==> src/rtl/core_pkg.sv <==
// Shared types and constants for the pipeline hazard controller.
//   FWD_*           2-bit forwarding-mux codes driven on fwd_rs1_sel / fwd_rs2_sel
//   hz_state_t      sequencer states
//   shadow_stage_t  one in-flight destination record {vld, rd, wen, is_load}
//   stage_hit()     true when a shadow stage produces the register a source reads
package core_pkg;

    localparam int RIDX_W = 5;

    localparam logic [1:0] FWD_RF  = 2'b00;
    localparam logic [1:0] FWD_EX  = 2'b01;
    localparam logic [1:0] FWD_MEM = 2'b10;
    localparam logic [1:0] FWD_WB  = 2'b11;

    typedef enum logic [1:0] {
        RUN        = 2'd0,
        LOAD_STALL = 2'd1,
        MEM_WAIT   = 2'd2,
        FLUSH      = 2'd3
    } hz_state_t;

    typedef struct packed {
        logic              vld;
        logic [RIDX_W-1:0] rd;
        logic              wen;
        logic              is_load;
    } shadow_stage_t;

    // x0 is hard-wired zero, so a write to it never creates a dependency.
    function automatic logic stage_hit(shadow_stage_t s, logic [RIDX_W-1:0] rs, logic use_rs);
        return s.vld & s.wen & (s.rd != '0) & (s.rd == rs) & use_rs;
    endfunction

endpackage

==> src/rtl/hz_fwd_sel.sv <==
// Forwarding priority select for one source operand.
//   ex_s/mem_s/wb_s  shadow records of the instructions in EX, MEM and WB
//   rs, use_rs       source index read by the ID instruction and its read enable
//   sel              mux code: EX > MEM > WB, else register file
//   ex_load_hit      the youngest producer is a load still in EX (load-use hazard)
module hz_fwd_sel
    import core_pkg::*;
(
    input  shadow_stage_t     ex_s,
    input  shadow_stage_t     mem_s,
    input  shadow_stage_t     wb_s,
    input  logic [RIDX_W-1:0] rs,
    input  logic              use_rs,
    output logic [1:0]        sel,
    output logic              ex_load_hit
);

    logic ex_hit;
    logic mem_hit;
    logic wb_hit;

    always_comb begin
        ex_hit      = stage_hit(ex_s, rs, use_rs);
        mem_hit     = stage_hit(mem_s, rs, use_rs);
        wb_hit      = stage_hit(wb_s, rs, use_rs);
        ex_load_hit = ex_hit & ex_s.is_load;
        sel         = FWD_RF;
        // A load in EX has no data yet; the ID instruction is stalled, so the
        // mux value is irrelevant and older stages must not be picked either.
        if (ex_hit) begin
            sel = ex_s.is_load ? FWD_RF : FWD_EX;
        end else if (mem_hit) begin
            sel = FWD_MEM;
        end else if (wb_hit) begin
            sel = FWD_WB;
        end
    end

endmodule

==> src/rtl/pipe_hazard_ctl.sv <==
// Pipeline sequencer for the 5-stage core, sitting beside ID.
// Tracks destinations in flight (EX/MEM/WB shadow), selects operand forwarding,
// inserts load-use bubbles, freezes on memory back-pressure and squashes IF/ID on redirect.
//   clk, rst                 clock (rising edge), asynchronous active-low reset
//   id_*                     decoded fields of the instruction currently in ID
//   ex_redirect              taken branch/jump resolved in EX this cycle
//   mem_busy                 data memory not ready, whole pipe holds
//   stall_if, stall_id       hold PC/IF-ID and hold ID
//   bubble_ex, flush_ifid    load NOP into ID/EX, invalidate IF/ID
//   fwd_rs1_sel, fwd_rs2_sel operand forwarding mux codes
module pipe_hazard_ctl
    import core_pkg::*;
#(
    parameter int REG_W    = RIDX_W,
    parameter int LOAD_LAT = 1
) (
    input  logic             clk,
    input  logic             rst,
    input  logic             id_valid,
    input  logic [REG_W-1:0] id_rs1,
    input  logic [REG_W-1:0] id_rs2,
    input  logic             id_use_rs1,
    input  logic             id_use_rs2,
    input  logic [REG_W-1:0] id_rd,
    input  logic             id_wen,
    input  logic             id_is_load,
    input  logic             ex_redirect,
    input  logic             mem_busy,
    output logic             stall_if,
    output logic             stall_id,
    output logic             bubble_ex,
    output logic             flush_ifid,
    output logic [1:0]       fwd_rs1_sel,
    output logic [1:0]       fwd_rs2_sel
);

    localparam int CNT_W = 2;

    hz_state_t     state, state_d;
    logic [CNT_W-1:0] cnt, cnt_d;
    logic          redirect_pend, pend_d;
    logic          resume_ls, resume_ls_d;
    shadow_stage_t ex_q, mem_q, wb_q;
    shadow_stage_t id_stage;
    logic          ld_hit1, ld_hit2;
    logic          load_use;

    hz_fwd_sel u_fwd_rs1 (
        .ex_s        (ex_q),
        .mem_s       (mem_q),
        .wb_s        (wb_q),
        .rs          (id_rs1),
        .use_rs      (id_use_rs1),
        .sel         (fwd_rs1_sel),
        .ex_load_hit (ld_hit1)
    );

    hz_fwd_sel u_fwd_rs2 (
        .ex_s        (ex_q),
        .mem_s       (mem_q),
        .wb_s        (wb_q),
        .rs          (id_rs2),
        .use_rs      (id_use_rs2),
        .sel         (fwd_rs2_sel),
        .ex_load_hit (ld_hit2)
    );

    assign load_use = id_valid & (ld_hit1 | ld_hit2);

    // cnt holds the bubbles still owed after the current cycle. The detection
    // cycle in RUN is already the first bubble, so LOAD_STALL is only entered
    // when LOAD_LAT > 1 and leaves once its last owed bubble has been issued.
    always_comb begin
        state_d     = state;
        cnt_d       = cnt;
        pend_d      = redirect_pend;
        resume_ls_d = resume_ls;
        stall_if    = 1'b0;
        stall_id    = 1'b0;
        bubble_ex   = 1'b0;
        flush_ifid  = 1'b0;
        unique case (state)
            RUN: begin
                if (mem_busy) begin
                    stall_if    = 1'b1;
                    stall_id    = 1'b1;
                    resume_ls_d = 1'b0;
                    pend_d      = ex_redirect;
                    state_d     = MEM_WAIT;
                end else if (ex_redirect) begin
                    // The redirect cycle is itself the flush; the squashed ID
                    // instruction never starts a bubble count.
                    flush_ifid = 1'b1;
                    bubble_ex  = 1'b1;
                end else if (load_use) begin
                    stall_if  = 1'b1;
                    stall_id  = 1'b1;
                    bubble_ex = 1'b1;
                    if (LOAD_LAT > 1) begin
                        cnt_d   = CNT_W'(LOAD_LAT - 1);
                        state_d = LOAD_STALL;
                    end
                end
            end
            LOAD_STALL: begin
                stall_if = 1'b1;
                stall_id = 1'b1;
                if (mem_busy) begin
                    // Frozen pipe: no bubble issued, count paused.
                    resume_ls_d = 1'b1;
                    pend_d      = ex_redirect;
                    state_d     = MEM_WAIT;
                end else begin
                    bubble_ex = 1'b1;
                    cnt_d     = cnt - 2'd1;
                    if (cnt == 2'd1) begin
                        state_d = RUN;
                    end
                end
            end
            MEM_WAIT: begin
                stall_if = 1'b1;
                stall_id = 1'b1;
                pend_d   = redirect_pend | ex_redirect;
                if (!mem_busy) begin
                    if (redirect_pend | ex_redirect) begin
                        state_d = FLUSH;
                    end else if (resume_ls) begin
                        state_d = LOAD_STALL;
                    end else begin
                        state_d = RUN;
                    end
                end
            end
            FLUSH: begin
                flush_ifid = 1'b1;
                bubble_ex  = 1'b1;
                pend_d     = 1'b0;
                cnt_d      = '0;
                state_d    = RUN;
            end
            default: state_d = RUN;
        endcase
    end

    always_comb begin
        id_stage.vld     = id_valid & ~bubble_ex & ~flush_ifid;
        id_stage.rd      = id_rd;
        id_stage.wen     = id_wen;
        id_stage.is_load = id_is_load;
    end

    always_ff @(posedge clk or negedge rst) begin
        if (!rst) begin
            state         <= RUN;
            cnt           <= '0;
            redirect_pend <= 1'b0;
            resume_ls     <= 1'b0;
        end else begin
            state         <= state_d;
            cnt           <= cnt_d;
            redirect_pend <= pend_d;
            resume_ls     <= resume_ls_d;
        end
    end

    // ID -> EX -> MEM -> WB shadow boundary
    always_ff @(posedge clk or negedge rst) begin
        if (!rst) begin
            ex_q  <= '0;
            mem_q <= '0;
            wb_q  <= '0;
        end else if (mem_busy || (stall_id && !bubble_ex)) begin
            // Whole pipe frozen (back-pressure, or the release cycle of MEM_WAIT).
            ex_q  <= ex_q;
            mem_q <= mem_q;
            wb_q  <= wb_q;
        end else begin
            ex_q  <= id_stage;
            mem_q <= ex_q;
            wb_q  <= mem_q;
        end
    end

endmodule

==> config.mk <==
export PLATFORM = sky130hd
export DESIGN_NAME = pipe_hazard_ctl
export DESIGN_NICKNAME = d
export VERILOG_FILES = /design/src/rtl/core_pkg.sv /design/src/rtl/hz_fwd_sel.sv /design/src/rtl/pipe_hazard_ctl.sv
export SDC_FILE = /design/constraint.sdc
export NUM_CORES = 1
export LEC_CHECK = 0
export CORE_UTILIZATION = 49
export CTS_BUF_LIST = sky130_fd_sc_hd__clkbuf_8
export CTS_CLUSTER_SIZE = 20
export DETAILED_ROUTE_END_ITERATION = 12
export PLACE_DENSITY = 0.88
export SLEW_MARGIN = 20
export SYNTH_ARGS = -nofsm -noshare
export SYNTH_HDL_FRONTEND = slang
export SYNTH_SLANG_ARGS = --single-unit
==> constraint.sdc <==
create_clock -name clk -period 2 [get_ports clk]
set_input_delay 0.5 -clock clk [delete_from_list [all_inputs] [get_ports clk]]
set_output_delay 0.5 -clock clk [all_outputs]
set_load 0.02 [all_outputs]
; Word-level counts from Yosys, hierarchy flattened
; Cells that the tools add are included.
[classes]
add_sub_neg = 1
n_eq_ne = 16
mux = 32
n_bitwise = 27
reduce_logical = 14
[op_table]
columns = op, count
row1 = == test 5 bit, 6
row2 = 2-to-1 mux 2 bit, 12
row3 = AND 1 bit, 23
row4 = nonzero test 5 bit, 3
row5 = 2-to-1 mux 1 bit, 13
row6 = inequality test 2 bit (second input constant), 4
row7 = one-hot mux 2 bit (4 select lines), 1
row8 = one-hot mux 1 bit (2 select lines), 3
row9 = one-hot mux 1 bit (3 select lines), 2
row10 = AND reduction 3 bit, 2
row11 = == test 2 x 1 -> 1 bit (second input constant), 2
row12 = == test 2 bit (second input constant), 2
row13 = one-hot mux 2 bit (2 select lines), 1
row14 = nonzero test 2 bit, 2
row15 = OR reduction 2 bit, 2
row16 = inequality test 3 bit (second input constant), 1
row17 = logical NOT 2 bit, 1
row18 = inequality test 2 x 1 -> 1 bit (second input constant), 1
row19 = NOT 1 bit, 2
row20 = OR 1 bit, 2
row21 = AND reduction 2 bit, 1
row22 = subtractor 2 x 1 -> 2 bit (second input constant), 1
row23 = logical AND 1 bit, 1
row24 = logical NOT 1 bit, 1
row25 = logical OR 1 bit, 1
[word_totals]
ff_bits = 28
inputBits = 24
out_inout_bits = 8
elab_cells = 104

; Logic depth before layout (Yosys ltp)
; Gate-level depths: netlist of the first run.
[depth]
word_depth = 14
depth_mapped = 7
depth_no_buf = 7

; Modules after synthesis
; From an unflattened synthesis of the first run, not the netlist that was laid out.
[unflattened]
cells_unflattened = 181
area_unflattened_um2 = 1993.2
[modules_own_cells]
columns = mod, n_inst, cells_per_inst, area_each_um2
row1 = pipe_hazard_ctl, 1, 107, 1470.2
row2 = hz_fwd_sel, 2, 37, 261.5

; Least setup slack after synthesis of the first run
; OpenSTA, ideal clock, no wires.
[synth_path]
kind = flip-flop to output port
start = register state[0]
end = output port stall_if
arrival_time_ns = 1.893
required_time_ns = 1.500
path_slack_ns = -0.393
path_stages_with_launch = 8
path_buffers = 1
path_cell_list = dfrtp_1 -> inv_1 -> ha_1 -> nand3_1 -> or2_2 -> a211o_1 -> a21oi_2 -> buf_4
[synth_between]
elab_chain_len = 3
word_cells_on_any_way = 5
[synth_lines]
columns = item, line
row1 = start: declaration, pipe_hazard_ctl.sv:39  ; hz_state_t state, state_d;
row2 = start signal: assignment, pipe_hazard_ctl.sv:160  ; state <= state_d;
row3 = == test 2 bit / == test 2 x 1 -> 1 bit (equally long branches), n/a
row4 = OR reduction 2 bit (no source line), n/a
row5 = one-hot mux 1 bit (2 select lines) (*), n/a
row6 = end: declaration, pipe_hazard_ctl.sv:29  ; output logic stall_if,
; Every way passes the cells marked *; elsewhere a longest branch is shown, timed or not.

; Worst setup path after layout of the first run
[layout_path]
start = register ex_q[4] in the netlist's numbering
end = output port bubble_ex
[layout_between]
elab_chain_len = 11
word_cells_on_any_way = 16
[layout_lines]
columns = item, line
row1 = start: declaration, pipe_hazard_ctl.sv:43  ; shadow_stage_t ex_q, mem_q, wb_q;
row2 = start signal: assignment, pipe_hazard_ctl.sv:175  ; ex_q <= ex_q;
row3 = start signal: assignment, pipe_hazard_ctl.sv:179  ; ex_q <= id_stage;
row4 = nonzero test 5 bit, core_pkg.sv:31  ; return s.vld & s.wen & (s.rd != '0) & (s.rd == rs) & use_rs;
row5 = AND 1 bit (3 in series), core_pkg.sv:31
row6 = AND 1 bit, hz_fwd_sel.sv:26  ; ex_load_hit = ex_hit & ex_s.is_load;
row7 = OR 1 bit (*), pipe_hazard_ctl.sv:68  ; assign load_use = id_valid & (ld_hit1 | ld_hit2);
row8 = AND 1 bit (*), pipe_hazard_ctl.sv:68
row9 = 2-to-1 mux 1 bit (*), pipe_hazard_ctl.sv:95  ; end else if (load_use) begin
row10 = 2-to-1 mux 1 bit (*), pipe_hazard_ctl.sv:90  ; end else if (ex_redirect) begin
row11 = 2-to-1 mux 1 bit (*), pipe_hazard_ctl.sv:84  ; if (mem_busy) begin
row12 = one-hot mux 1 bit (3 select lines) (*), pipe_hazard_ctl.sv:82  ; unique case (state)
row13 = end: declaration, pipe_hazard_ctl.sv:31  ; output logic bubble_ex,
; Marks and branches as above.

==> metrics.txt, run 1 <==
CP Max Fanout 4; die area ~0.0038 mm²; total core area 0.00339 mm²; clk sinks 28; Net Sw Frac 43.1%; WP buf/inv 2; Synth Net Count 195; P per Cell Area 1500 mW/mm²; clk_skew 0.00606 ns; Die X 61.8 µm; DR DRC count 0; first-pass GRT wire length 8470 µm; CTS tree done; failing checks setup timing; Final Hold Vio Count 0; critical path capture point type output pin; share of the synthesized area in the top cell type 39.9%; standby leakage power between 1 and 1.5 nW; startpoint type of the worst setup path flop; slowest stage cell, crit path or4_4; Wirelength per Cell 23.4 µm; Adder-Cell Fraction of Synth Area 3.57%; H-tree levels 1; Tcrit/Tclk final 134%; Root Buffer clkbuf_8; top cells by area, synth dfrtp_1, mux2_2, xor2_1; number of max-cap violations 0; CTS hold repair buffers 0; routed via count 1,929; initial antenna violation count 0; die height approximately 62 µm; Internal ~2.5 mW; DP Wirelength 3550 µm; Final min period 2.68 ns; Req. time, crit path 1.50 ns; Worst R2R End ex_q[7]; Simple-Gate Fraction of Synth Area 10.3%; GRT Total Usage 31.5%; synthesized flop and latch total 28; sequence of cells on the critical path or4_4 -> o211ai_4 -> or2_4 -> buf_6 -> a21oi_4 -> a21o_1 -> buf_6; NumNets Final around 300; setup_tns -4.55 ns; Final Cell Area 0.00288 mm²; CP arrival 2.18 ns; hold endpoint wb_q[7]; Achievable Freq roughly 370 MHz; sequential area share after synthesis 39.9%; grt ovf 0; DRT antenna net count 0; R2R Path Start state[1]; # port buffers 31; Top FF cell, synth dfrtp_1; fin. max-slew vios 0; clock buffer depth 2; post-synthesis xor/xnor area fraction 15.0%; mux contribution to synthesized area 15.2%; Crit path max-delay family simple AND/OR/NAND/NOR gates; Gate power share a little under two thirds; largest family of logic cells by synthesized area multiplexers; r2r setup slk -0.01 ns; Worst Path Class, Setup flop to output pin; clock transition at the registers of the reported paths ~0.09 ns; Post-Syn Area 0.00175 mm²; layout cells sized above 1 about half; largest net degree at the start of global routing 29; # IOs 32; vias in the first global route 1,794; Slew @ Worst Pin 0.365 ns; Mean Syn Cell Area 10.6 µm²; via density per instance 6.24; outcome finished with violations; DR iter-0 viols 281; RSZ-0062 raised after global routing yes; Post-DP Area ~0.0026 mm²; Yosys warning count 0; drt first pass iters 5; Async SR Flop Fraction 100%; Synth-to-Final Area Change 64.1%; Hold Crit Depth 1; Clock Power Share 8.0%; library cells used by synthesis 33; Final Util 84.9%; number of synthesized flops with an enable pin 0; Rows 21; Placer Congestion around 0.9; Post-Syn Instances 166; initial core utilization 51.8%; Slowest Stage Delay on Critical Path 0.59 ns; Final Setup Violations 9; Synth Area in Compound Gates 13.1%; Post-Route WL 7230 µm; Net Sw Power roughly 1.9 mW; area leader, netlist dfrtp_1; Tightest Hold Check Type flop to flop; post-route setup slack -0.679 ns; Worst slew margin 75.6%; worst-case reg-to-reg path depth 9; Inserted Clock Buffers 3; latest clock arrival within the worst-skew pair 0.28 ns; Hold Startpoint wb_q[7]; Max rail drop VDD between 0.8 and 0.9 mV; fillers about 160; ant diodes 0; cell repeated most along the worst path buf_6; sequential group share of total power about 28%
-- through the flow --
stage	hold WS, ns	instances	worst slack, ns	power (mW)
2_1_floorplan	0.204	166	-0.242	2.26
3_3_place_gp	0.495	294	-1.21	3.13
3_5_place_dp	0.497	294	-1.28	3.25
4_1_cts	0.525	305	-0.690	3.80
5_1_grt	0.569	309	-0.878	4.52
6_report	0.544	309	-0.679	4.33
-- layout by cell type, fill, tap and decap left out, drive strengths merged, types with 2 or more instances in the layout --
master | synthesis | final
nand2 | 3 | 3
clkbuf | 0 | 5
clkdlybuf4s50 | 0 | 12
inv | 8 | 8
xnor2 | 6 | 6
ha | 5 | 5
a31oi | 5 | 5
xor2 | 24 | 24
a21oi | 11 | 11
dlygate4sd2 | 0 | 9
a21o | 2 | 2
or3 | 2 | 2
nor4 | 6 | 6
buf | 4 | 74
mux2i | 3 | 3
and3 | 2 | 2
nand3 | 6 | 6
dfrtp | 28 | 28
nand4 | 2 | 2
o311a | 2 | 2
o21ai | 8 | 8
nor2 | 8 | 8
o211ai | 2 | 2
mux2 | 21 | 21
-- layer usage --
layer	vias to the layer above	wire length, µm	part of all wire (%)	track usage [%]
li1	799	-	-	-
met1	900	2540	35	38.6
met2	172	3430	47	51.5
met3	58	802	11	6.63
met4	0	457	6.3	18.1
met5	-	0	0	0
-- sequential cells by signal, indices dropped and copies added (netlist names) --
| name | flops |
|---|---|
| resume_ls | 1 |
| wb_q | 7 |
| cnt | 2 |
| mem_q | 7 |
| redirect_pend | 1 |
| state | 2 |
| ex_q | 8 |
-- synthesized netlist by cell type, types with 5 or more instances --
master   number
xnor2_1       6
dfrtp_1      28
nand3_1       6
nor2_1        8
a31oi_1       5
xor2_1       24
mux2_2       21
ha_1          5
inv_1         8
nor4_1        5
o21ai_0       8
a21oi_1       8
-- layout make-up --
class                   instances  area (µm²)  area share (%)
multi-input cells             126        1190            41.4
repair buffers                 97         842            29.2
flip-flops and latches         28         703            24.4
well taps                      46        57.6            2.00
clock buffers                   4        55.1            1.91
inverters                       8        30.0            1.04
-- how the worst max path moves through the flow --
stage | slack [ns] | startpoint | to | depth (start not counted)
after floorplan | -0.24 | id_rs1[1] | stall_if | 6
after global placement | -1.21 | id_rs2[2] | stall_id | 8
after detailed placement | -1.28 | id_rs2[2] | stall_id | 8
after CTS | -0.69 | ex_q[3] | stall_id | 8
after global routing | -0.88 | id_valid | stall_if | 6
final | -0.68 | ex_q[4] | bubble_ex | 7
-- worst register-to-register path, stage by stage (launching register included) --
cell	delay (ns)
dfrtp_1	0.43
inv_2	0.08
ha_4	0.18
buf_4	0.17
a21o_1	0.20
a21oi_2	0.14
nor2_2	0.06
buf_4	0.13
o32a_1	0.33
a31oi_1	0.18
-- cell families after synthesis --
family | count (synthesis)
XOR/XNOR | 30
buffers and inverters | 12
adder cells (fa/ha/maj) | 5
AND/OR/NAND/NOR | 33
AO/OA/AOI/OAI | 34
flip-flops | 28
multiplexers | 24
-- power by group through the flow --
stage	logic, mW	registers (mW)	clock network, mW
finish	2.77	1.21	0.348
global route	2.89	1.24	0.388
CTS	2.31	1.14	0.354
detailed placement	2.12	1.13	0
global placement	2.01	1.11	0
floorplan	1.15	1.11	0
-- repair_timing --
item                       in CTS  in global routing
hold endpoints to repair        0                  0
setup endpoints to repair       8                  9
pin swaps                      15                 12
buffers inserted                7                  4
gates resized for setup        71                 27
Power figures use the tool's default switching activity.
==> run 2: changes to the inputs <==
CORE_UTILIZATION = 35   (was 49)
PLACE_DENSITY = 0.69   (was 0.88)
SLEW_MARGIN = default   (was 20)
==> run 2 against run 1 <==
Compared with the run above:
- the flow still finishes with violations (setup timing)
- sequential share of layout area grew 0.81 points
- sequential power shrank 5%
- combinational power shrank 19%
- register-to-register slack gained 0.12 ns
==> metrics.txt, run 2 (synthesized netlist as in run 1, its figures left out) <==
met2 wire len 2300 µm (-33%); outcome finished with violations; fin. max-slew vios 0 (unchanged); WL met3 139 µm (-83%); R2R Path Start state[1]; failing checks setup timing; drt first pass iters 4 (-1); Worst Path Class, Setup flop to output pin; layout cells sized above 1 45.5% (-5.0 points); most common cell after layout, fill and taps aside buf_4; Register Area 702 µm² (-0.18%); DR iter-0 viols 40 (-86%); Metal-1 WL 2130 µm (-16%); slowest stage cell, crit path dfrtp_2; largest net degree at the start of global routing 29 (unchanged); Wirelength per Cell 14.3 µm (-39%); initial antenna violation count 0 (unchanged); CTS hold repair buffers 0 (unchanged); Final Hold Vio Count 0 (unchanged); initial core utilization 36.7% (-15 points); Worst slew margin 76.3% (+0.74 points); highest routed metal layer met4; clock buffer depth 2 (unchanged); Placer Congestion 0.887 (-0.98%); die area 0.00530 mm² (+39%); Power Total 3.84 mW (-11%); Rows 25 (+19%); number of max-cap violations 0 (unchanged); fillers 408 (+160%); Root Buffer clkbuf_8; # IOs 32 (unchanged); CTS tree done; Final min period 2.61 ns (-0.0690 ns); Slew @ Worst Pin 0.355 ns (-0.00984 ns); post-route setup slack -0.610 ns (+0.0690 ns); NumNets Final 287 (-2.0%); latest clock arrival within the worst-skew pair 0.28 ns (about the same); Tcrit/Tclk final 131% (-3.5 points); vias in the first global route 1,613 (-10%); WHS 0.509 ns (-0.0351 ns); sequence of cells on the critical path xor2_1 -> nor4_1 -> buf_4 -> nand3_4 -> a211o_1 -> a21oi_4 -> buf_6; Max rail drop VDD 0.498 mV (-44%); total core area 0.00479 mm² (+41%); P per Cell Area 1380 mW/mm² (-8.1%); Top reg by flops ex_q; RSZ-0062 raised after global routing yes; critical path capture point type output pin; clock transition at the registers of the reported paths 0.10 ns (about the same); Final Setup Violations 7 (-2); via density per instance 4.93 (-21%); DP Wirelength 3390 µm (-4.4%); Post-Route WL 4620 µm (-36%); grt ovf 0 (unchanged); DR DRC count 0 (unchanged); CP Max Fanout 4 (unchanged); ant diodes 0 (unchanged); Inserted Clock Buffers 3 (unchanged); CP startpoint ex_q[5]; largest registers ex_q x8, mem_q x7, wb_q x7; GRT Total Usage 18.1% (-13 points); Die X 72.8 µm (+18%); CP arrival 2.11 ns (-0.07 ns); Hold Startpoint resume_ls; Achievable Freq 383 MHz (+2.6%); Req. time, crit path 1.50 ns (about the same); standby leakage power 1.22 nW (-2.8%); routed via count 1,596 (-17%); clk sinks 28 (unchanged); startpoint type of the worst setup path flop; Slowest Stage Delay on Critical Path 0.46 ns (-0.13 ns); max FFs per register 8 (unchanged); Multi-input gate area 0.00112 mm² (-5.9%); # port buffers 31 (unchanged); DRT antenna net count 0 (unchanged); clk_skew 0.00813 ns (+0.00206 ns); first-pass GRT wire length 7320 µm (-14%); H-tree levels 1 (unchanged); Synth-to-Final Area Change 58.6%; die height 72.8 µm (+18%); Tightest Hold Check Type flop to flop; commonest non-fill, non-tap cells in the layout buf_4, dfrtp_1, xor2_1; setup slack after placement -1.25 ns (+0.0385 ns)
==> run 2: cell types whose count changed in the layout (fill, tap and decap cells not counted), sizes merged <==
cell,delta
clkdlybuf4s50,+1
dlygate4sd2,-2
buf,-6
bufinv,+1
==> run 2: per-stage QoR <==
step	util, %	cell area [µm²]	cells	setup TNS, ns
4_1_cts	56.8	2720	324	-3.97
3_5_place_dp	54.0	2590	315	-8.91
3_3_place_gp	54.0	2590	315	-8.57
5_1_grt	58.1	2780	324	-4.33
2_1_floorplan	-	1790	166	-0.612
6_report	58.1	2780	324	-3.81
==> run 2: final timing paths <==
kind,slack (ns),cells past startpoint,to
min in group asynchronous,0.59,2,mem_q[1]
min reg2reg,0.51,2,resume_ls
max in group asynchronous,1.14,2,ex_q[5]
min,0.51,2,resume_ls
max,-0.61,7,stall_id
max reg2reg,0.11,9,ex_q[7]
==> run 2: cell type report <==
type / instances / share of cell area [%]
Multi-Input combinational cell: 126 / 40.3
Timing Repair Buffer: 91 / 27.8
Sequential cell: 28 / 25.2
Tap cell: 67 / 3.01
Clock buffer: 3 / 1.48
Clock inverter: 1 / 1.08
Inverter: 8 / 1.08
==> run 2: power by group <==
group | internal [mW] | total (mW) | switching, mW | leakage, nW
logic | 1.28 | 2.25 | 0.973 | 0.849
clock network | 0.268 | 0.445 | 0.177 | 0.0357
registers | 0.848 | 1.15 | 0.300 | 0.335
total | 2.39 | 3.84 | 1.45 | 1.22
==> run 2: repair_timing <==
action	CTS	global route
hold endpoints to repair	0	0
gates cloned	0	0
pin swaps	15	6
setup buffers	5	0
gates resized for setup	65	16
endpoints found under the setup margin	8	8
==> run 2: critical path: cells and delay by family (launching register included) <==
kind | cells | cell delay, ns
compound gates | 2 | 0.53
flops | 1 | 0.46
buf+inv | 2 | 0.30
simple gates | 2 | 0.36
xor+xnor | 1 | 0.16
==> run 2: routing by layer <==
layer | global-route usage (%) | vias to the layer above
met5 | 0 | -
met4 | 5.88 | 0
met3 | 1.38 | 5
met2 | 30.6 | 35
met1 | 24.5 | 773
li1 | - | 783
